File: config.mk
export PLATFORM = sky130hd
export DESIGN_NAME = stream_extremum_tracker
export DESIGN_NICKNAME = d
export VERILOG_FILES = /design/src/rtl/stream_extremum_tracker_pkg.sv /design/src/rtl/stream_extremum_tracker_cmp.sv /design/src/rtl/stream_extremum_tracker.sv
export SDC_FILE = /design/constraint.sdc
export NUM_CORES = 1
export LEC_CHECK = 0
export CAP_MARGIN = 25
export CORE_MARGIN = 2
export CORE_UTILIZATION = 30
export CTS_CLUSTER_SIZE = 28
export DETAILED_ROUTE_END_ITERATION = 16
export PLACE_DENSITY_LB_ADDON = 0.08
export SETUP_SLACK_MARGIN = 0.2
export SYNTH_ARGS = -nofsm -noshare
export SYNTH_HDL_FRONTEND = slang
export SYNTH_HIERARCHICAL = 1
export SYNTH_SLANG_ARGS = --single-unit
File: constraint.sdc
create_clock -name clk -period 3 [get_ports clk]
set_clock_uncertainty 0.1 [all_clocks]
set_input_delay 0.45 -clock clk [delete_from_list [all_inputs] [get_ports clk]]
set_output_delay 0.45 -clock clk [all_outputs]
set_load 0.01 [all_outputs]
File: src/rtl/stream_extremum_tracker_pkg.sv
// Shared definitions for the stream extremum tracker: FSM state encoding and sample width.
// Latency: n/a (declarations only).
// Backpressure: n/a.
package stream_extremum_tracker_pkg;

  localparam int DATA_W = 16;

  typedef enum logic [1:0] {
    S_EMPTY = 2'd0,  // no sample of the current frame seen yet
    S_ACCUM = 2'd1,  // at least one sample accumulated
    S_HOLD  = 2'd2   // frame result presented, waiting for consumer
  } state_t;

endpackage

File: src/rtl/stream_extremum_tracker_cmp.sv
// Comparator16Bit: signed 16-bit magnitude comparator producing gt/eq/lt of a versus b.
// Latency: purely combinational.
// Backpressure: none (no handshake).
// Ports: a, b - signed operands; gt/eq/lt - exactly one is high.
module Comparator16Bit (
  input  logic [15:0] a,
  input  logic [15:0] b,
  output logic        gt,
  output logic        eq,
  output logic        lt
);

  assign gt = ($signed(a) > $signed(b));
  assign lt = ($signed(a) < $signed(b));
  assign eq = (a == b);

endmodule

File: src/rtl/stream_extremum_tracker.sv
// Tracks per-frame max/min (signed), their first-occurrence indices and sample count.
// Latency: result valid the cycle after the accept carrying in_last.
// Backpressure: in_ready low while a result is held; one bubble cycle after handoff.
// Ports: clk/rst (sync, active-high); in_valid/in_data/in_last/in_ready sample stream;
//        out_valid/out_ready result handshake; out_max/out_min/out_max_idx/out_min_idx/out_count result.
module stream_extremum_tracker
  import stream_extremum_tracker_pkg::*;
#(
  parameter int CNT_W = 8
) (
  input  logic              clk,
  input  logic              rst,
  input  logic              in_valid,
  input  logic [DATA_W-1:0] in_data,
  input  logic              in_last,
  output logic              in_ready,
  output logic              out_valid,
  input  logic              out_ready,
  output logic [DATA_W-1:0] out_max,
  output logic [DATA_W-1:0] out_min,
  output logic [CNT_W-1:0]  out_max_idx,
  output logic [CNT_W-1:0]  out_min_idx,
  output logic [CNT_W-1:0]  out_count
);

  localparam logic [CNT_W-1:0] CNT_MAX = '1;

  state_t state_q, state_d;

  // running accumulators for the frame in progress
  logic [DATA_W-1:0] max_q, max_d;
  logic [DATA_W-1:0] min_q, min_d;
  logic [CNT_W-1:0]  max_idx_q, max_idx_d;
  logic [CNT_W-1:0]  min_idx_q, min_idx_d;
  logic [CNT_W-1:0]  count_q, count_d;

  logic accept;
  logic frame_done;

  logic max_gt, max_eq, max_lt;
  logic min_gt, min_eq, min_lt;
  logic unused_cmp;

  Comparator16Bit cmp_max (
    .a  (in_data),
    .b  (max_q),
    .gt (max_gt),
    .eq (max_eq),
    .lt (max_lt)
  );

  Comparator16Bit cmp_min (
    .a  (in_data),
    .b  (min_q),
    .gt (min_gt),
    .eq (min_eq),
    .lt (min_lt)
  );

  // only strict improvements matter; equal values keep the first occurrence
  assign unused_cmp = &{1'b0, max_eq, max_lt, min_gt, min_eq};

  assign accept     = in_valid && in_ready;
  assign frame_done = accept && in_last;

  // ---------------- FSM: state register ----------------
  always_ff @(posedge clk) begin
    if (rst) state_q <= S_EMPTY;
    else     state_q <= state_d;
  end

  // ---------------- FSM: next state ----------------
  always_comb begin
    state_d = state_q;
    case (state_q)
      S_EMPTY: if (accept) state_d = in_last ? S_HOLD : S_ACCUM;
      S_ACCUM: if (accept && in_last) state_d = S_HOLD;
      S_HOLD:  if (out_ready) state_d = S_EMPTY;
      default: state_d = S_EMPTY;
    endcase
  end

  // ---------------- FSM: outputs ----------------
  always_comb begin
    in_ready  = !rst && (state_q != S_HOLD);
    out_valid = (state_q == S_HOLD);
  end

  // ---------------- accumulator next values ----------------
  always_comb begin
    max_d     = max_q;
    min_d     = min_q;
    max_idx_d = max_idx_q;
    min_idx_d = min_idx_q;
    count_d   = count_q;
    if (accept) begin
      if (state_q == S_EMPTY) begin
        max_d     = in_data;
        min_d     = in_data;
        max_idx_d = '0;
        min_idx_d = '0;
        count_d   = CNT_W'(1);
      end else begin
        // count_q is the 0-based index of this sample, already clamped at saturation
        if (max_gt) begin
          max_d     = in_data;
          max_idx_d = count_q;
        end
        if (min_lt) begin
          min_d     = in_data;
          min_idx_d = count_q;
        end
        count_d = (count_q == CNT_MAX) ? count_q : count_q + 1'b1;
      end
    end
  end

  always_ff @(posedge clk) begin
    if (rst) begin
      max_q     <= '0;
      min_q     <= '0;
      max_idx_q <= '0;
      min_idx_q <= '0;
      count_q   <= '0;
    end else begin
      max_q     <= max_d;
      min_q     <= min_d;
      max_idx_q <= max_idx_d;
      min_idx_q <= min_idx_d;
      count_q   <= count_d;
    end
  end

  // ---------------- result registers ----------------
  // Loaded only on frame completion so the last result survives until the next frame ends.
  always_ff @(posedge clk) begin
    if (rst) begin
      out_max     <= '0;
      out_min     <= '0;
      out_max_idx <= '0;
      out_min_idx <= '0;
      out_count   <= '0;
    end else if (frame_done) begin
      out_max     <= max_d;
      out_min     <= min_d;
      out_max_idx <= max_idx_d;
      out_min_idx <= min_idx_d;
      out_count   <= count_d;
    end
  end

endmodule

==> metrics.csv, run 1 <==
stage;metric;value;unit
sta;tightest_slew;0.594;ns
global_route;grt_usage;16.5;%
cts;ctsHoldBuffers;0;
critical_path;startpoint_type;flip-flop;
cells_and_area;ff_latch_area;2300;sq um
floorplanning;io_pins;79;
floorplanning;fp.dieArea;18900;sq um
synth;syn_inst;596;
critical_path;r2r_slack;0.05;ns
critical_path;critPathKind;reg2reg;
sta;rsz0062_at_grt;true;
synth;yosysWarnings;6;
global_route;antenna_found_initial;0;
sta;finalCritPeriodShare;98.2;%
critical_path;r2r_start;min_q[5];
floorplanning;fp.dieW;137;um
cts;clock_path_buffers;2;
cells_and_area;fill_cells;1635;
cts;ctsRootBufferMaster;clkbuf_16;
floorplanning;start_util;30.7;%
cts;htree_levels;4;
placement;dp_slack;-0.884;ns
worst_hold_path;min_path_type;in2reg;
pwr;max-vdd-ir-drop;0.411;mV
routing;drt_iter0_markers;162;
critical_path;arrival;3.13;ns
sta;hold_slack;0.323;ns
global_route;grt_max_degree;59;
cells_and_area;multiInputGateArea;3310;sq um
floorplanning;core_area;17400;sq um
cells_and_area;drive_gt1_share;27.9;%
routing;vias;4530;
sta;setup-tns-final;0;ns
critical_path;cp.required;3.18;ns
critical_path;end_kind;flip-flop;
pwr;p_per_area;529;nW/um^2
critical_path;r2r-end;out_min[12];
global_route;first_global_vias;4477;
critical_path;path_max_fanout;5;
global_route;grt-ovfl-total;0;
cells_and_area;syn_to_final_growth;48.9;%
job;max_cap_viol_count;0;
sta;finalHoldViolations;0;
cells_and_area;final_nets;768;
synth;synth.avg_cell_area;8.95;sq um
placement;port-buffer-count;78;
floorplanning;rows;48;
sta;finalCriticalPeriod;2.95;ns
cts;clk_pin_slew_worst_paths;0.06;ns
cells_and_area;final_cells;952;
sta;final_max_slew_viol_count;0;
routing;ant_nets;0;
cts;cts-buffers-inserted;17;
cts;clk_latency;0.41;ns
sta;slew_headroom;60.4;%
sta;max_freq;339;MHz
routing;wl;14700;um
cts;cts.sinks;114;
placement;dp_cells;908;
global_route;grt_pass1_wl;23900;um
critical_path;crit_start;min_q[5];
sta;setup_slack;0.0543;ns
pwr;power;4.20;mW
synth;syn_nets;650;
routing;drc_errors;0;
cells_and_area;antenna_cells;0;
sta;setup_viol;0;
routing;avgViaCountPerCell;4.76;
status;outcome;finished, final reports clean;
placement;place_congestion;0.811;
routing;wl_per_cell;15.4;um
routing;drtPass1Iterations;4;
synth;synth_area;5330;sq um
critical_path;crit_path_end;out_min[12];
floorplanning;die_h;137;um
placement;hpwl;10600;um
pwr;total_leakage_power;2.83;nW
critical_path;reg2reg_depth;13;
cts;cts_tree;yes;
cell usage in the layout (no fill, tap or decap), types with 12 or more instances in the layout:
| master | count |
|---|---|
| clkdlybuf4s50_1 | 61 |
| mux2i_2 | 12 |
| mux2i_4 | 20 |
| nand2_1 | 46 |
| dfxtp_2 | 14 |
| dfxtp_1 | 99 |
| nor2_1 | 108 |
| a211oi_2 | 24 |
| a21oi_1 | 51 |
| mux2i_1 | 19 |
| dlygate4sd2_1 | 13 |
| inv_1 | 32 |
| buf_4 | 42 |
| ha_1 | 18 |
| ha_4 | 15 |
| clkbuf_16 | 17 |
state kept, by name, summed over array words and instances (netlist names), 16 cells and up:
register  cells
out_max      16
max_q        16
out_min      16
min_q        16
critical path, cell delays in order (launching register included):
cell,delay [ns]
dfxtp_2,0.36
inv_2,0.06
ha_4,0.21
nand4_1,0.18
nor4_4,0.07
a21boi_2,0.16
or4b_4,0.53
mux2i_4,0.22
nand2_2,0.09
a21oi_4,0.21
buf_6,0.15
buf_16,0.14
mux2i_4,0.25
a211oi_2,0.08
worst min path at each step:
| stage | from | end | slack [ns] | cells after the start |
|---|---|---|---|---|
| CTS | out_max_idx[4] | out_max_idx[4] | 0.36 | 2 |
| finish | in_data[4] | min_q[4] | 0.32 | 3 |
| global placement | out_count[6] | out_count[6] | 0.34 | 1 |
| floorplan | state_q[1] | state_q[0] | 0.34 | 1 |
| detailed placement | out_count[6] | out_count[6] | 0.34 | 1 |
| global route | in_data[4] | min_q[4] | 0.34 | 3 |
report_power, final:
part | total [mW] | switching, mW | internal, mW | leakage (nW)
sequential | 1.60 | 0.0357 | 1.57 | 0.933
clock | 1.94 | 0.730 | 1.21 | 0.278
combinational | 0.662 | 0.329 | 0.333 | 1.62
layer usage:
metal	vias up	share of wire [%]	wire length (um)	GRT usage (%)
met1	2143	49	7160	22.1
met5	-	0	0	0
met4	0	1.4	211	6.19
met3	17	3.4	494	3.35
met2	72	46	6830	26.1
li1	2298	-	-	-
area by class of cell:
class	instances	share of cell area, %
clock buffers	17	5.36
clock inverters	15	1.81
inverters	37	1.75
multi-input cells	409	41.7
flip-flops and latches	114	29.0
well taps	225	3.54
repair buffers	135	16.9
timing repair:
item	CTS	global route
pin swaps	16	15
setup endpoints to repair	80	82
resized for setup	66	36
setup buffers	7	4
cloned	1	0
stage by stage:
stage               instance area, sq um  utilization [%]
finish                              7940             45.8
floorplan                           5590                -
global placement                    6870             39.6
global route                        7940             45.8
CTS                                 7770             44.8
detailed placement                  6870             39.6
Note: power is estimated with default switching activity, not from simulation.
==> run 2: changes to the inputs <==
Settings changed: ABC_AREA set to 1, CORE_UTILIZATION 30 to 50, SLEW_MARGIN set to 20.
==> run 2 against run 1 <==
  * Final cell count is 6.0% higher
  * Synthesized area is 5.4% higher
  * Global-route usage increased by 8.1 points
  * Maximum frequency increased by 17%
  * Largest cell class unchanged
==> metrics.csv, run 2 <==
stage;metric;value;unit;change
routing;vias;5082;;+12%
sta;setup_viol;0;;unchanged
critical_path;path_max_fanout;22;;+17
critical_path;r2r_start;max_q[5];;
routing;met2_wirelength;6080;um;-11%
pwr;p_switching;1.06;mW;-3.1%
critical_path;arrival;2.83;ns;-0.30 ns
pwr;internal_power;3.15;mW;+1.4%
placement;dp_cells;978;;+7.7%
cells_and_area;antenna_cells;0;;unchanged
placement;port-buffer-count;78;;unchanged
placement;place_congestion;0.880;;+8.5%
sta;setup_slack;0.479;ns;+0.425 ns
routing;wl_per_cell;13.8;um;-11%
cts;cts-buffers-inserted;17;;unchanged
synth;syn_inst;768;;+29%
critical_path;end_kind;flip-flop;;
pwr;power;4.21;mW;+0.22%
routing;ant_nets;0;;unchanged
global_route;grt_pass1_wl;23100;um;-3.2%
synth;synth_area;5620;sq um;+5.4%
floorplanning;die_h;110;um;-20%
cts;clock_path_buffers;2;;unchanged
sta;finalCriticalPeriod;2.52;ns;-0.425 ns
cts;htree_levels;4;;unchanged
sta;max_freq;397;MHz;+17%
sta;slew_headroom;58.4;%;-2.0 points
global_route;antenna_found_initial;0;;unchanged
cts;cts.sinks;114;;unchanged
cts;ctsRootBufferMaster;clkbuf_8;;
sta;hold_slack;0.268;ns;-0.0553 ns
placement;dp_slack;-0.00211;ns;+0.882 ns
routing;drtPass1Iterations;5;;+1
floorplanning;rows;38;;-21%
pwr;comb_power_share;14.3;%;-1.4 points
critical_path;cp.required;3.31;ns;+0.13 ns
sta;finalCritPeriodShare;84.0;%;-14 points
synth;yosysWarnings;6;;unchanged
sta;tightest_slew;0.624;ns;+0.0299 ns
worst_hold_path;min_from;rst;;
job;max_cap_viol_count;0;;unchanged
floorplanning;fp.dieW;110;um;-20%
synth;syn_nets;822;;+26%
cells_and_area;mostFrequentLayoutCells;nand2_1 (176), dfxtp_1 (114), inv_1 (108);;
cts;post_cts_resized;0;;-100%
cells_and_area;syn_to_final_growth;28.5;%;
global_route;grt-ovfl-total;0;;unchanged
placement;hpwl;9640;um;-9.0%
pwr;max-vdd-ir-drop;0.498;mV;+21%
cells_and_area;final_nets;911;;+19%
status;outcome;finished, final reports clean;;
pwr;pwr-share-clk;47.1;%;+1.0 points
cells_and_area;ff_latch_area;2280;sq um;-0.92%
critical_path;startpoint_type;input port;;
pwr;switching_share;25.2;%;-0.85 points
global_route;first_global_vias;4857;;+8.5%
cells_and_area;drive_gt1_share;11.4;%;-17 points
sta;finalHoldViolations;0;;unchanged
routing;wl;13900;um;-5.4%
floorplanning;io_pins;79;;unchanged
routing;route.met3.wl;789;um;+60%
cells_and_area;layout_commonest_cell;nand2_1;;
global_route;grt_usage;24.6;%;+8.1 points
cts;clk_pin_slew_worst_paths;0.06;ns;about the same
cts;cts_tree;yes;;
routing;drc_errors;0;;unchanged
critical_path;crit_start;in_data[2];;
cts;clk_latency;0.51;ns;+0.10 ns
cells_and_area;final_cells;1009;;+6.0%
floorplanning;start_util;51.6;%;+21 points
routing;avgViaCountPerCell;5.04;;+5.8%
pwr;total_leakage_power;3.23;nW;+14%
cts;ctsHoldBuffers;0;;unchanged
cells_and_area;multiInputGateArea;2720;sq um;-18%
worst_hold_path;min_path_type;in2reg;;
sta;final_max_slew_viol_count;0;;unchanged
critical_path;critPathKind;in2reg;;
cts;cts_setup_buffers;0;;-7
cells_and_area;fill_cells;965;;-41%
sta;rsz0062_at_grt;false;;
sta;setup-tns-final;0;ns;unchanged
pwr;p_per_area;583;nW/um^2;+10%
routing;met1_length;6920;um;-3.4%
synth;synth.avg_cell_area;7.32;sq um;-18%
routing;highest_layer;met4;;
floorplanning;fp.dieArea;12100;sq um;-36%
routing;drt_iter0_markers;282;;+74%
pwr;power_frac_seq;38.6;%;+0.5 points
global_route;grt_max_degree;57;;-3.4%
floorplanning;core_area;10900;sq um;-37%
-- run 2: worst max-delay path: stages --
cell             delay, ns
clkdlybuf4s50_1       0.60
ha_1                  0.28
nand2_1               0.08
inv_2                 0.04
nand2_1               0.05
nand2_1               0.04
nand2_1               0.06
nand2_1               0.06
nand2_2               0.06
nand2_1               0.04
nand2_1               0.06
nand2_2               0.05
nor2_2                0.10
nor2_1                0.09
nor2_4                0.20
buf_12                0.18
nand2_1               0.06
o21ai_1               0.12
nand2_1               0.09
nand2_1               0.08
inv_1                 0.04
-- run 2: final timing paths --
kind / slack (ns) / to / cells past startpoint
max: 0.48 / out_max[14] / 21
min: 0.27 / out_min_idx[5] / 4
max reg2reg: 0.55 / out_max[14] / 19
min reg2reg: 0.37 / min_idx_q[1] / 2
-- run 2: routing by layer --
metal / up-vias / track usage (%)
met5: - / 0
met3: 11 / 6.17
li1: 2617 / -
met4: 0 / 6.51
met2: 140 / 37.8
met1: 2314 / 34.5
-- run 2: final cells by class --
class	instances	area share, %
Clock buffer	21	6.22
Sequential cell	114	31.6
Multi-Input combinational cell	500	37.6
Timing Repair Buffer	107	14.3
Inverter	117	6.08
Clock inverter	10	1.85
Tap cell	140	2.42
-- run 2: power by group through the flow --
stage	sequential [mW]	clock [mW]	combinational, mW
floorplan	1.67	0	0.354
global route	1.63	2.09	0.678
global placement	1.66	0	0.587
CTS	1.63	2.01	0.607
finish	1.63	1.98	0.604
detailed placement	1.66	0	0.600
-- run 2: through the flow --
| stage | utilization [%] | instance area, sq um |
|---|---|---|
| 2_1_floorplan | - | 5620 |
| 3_3_place_gp | 61.0 | 6640 |
| 3_5_place_dp | 61.0 | 6640 |
| 4_1_cts | 66.4 | 7230 |
| 5_1_grt | 66.4 | 7230 |
| 6_report | 66.4 | 7230 |
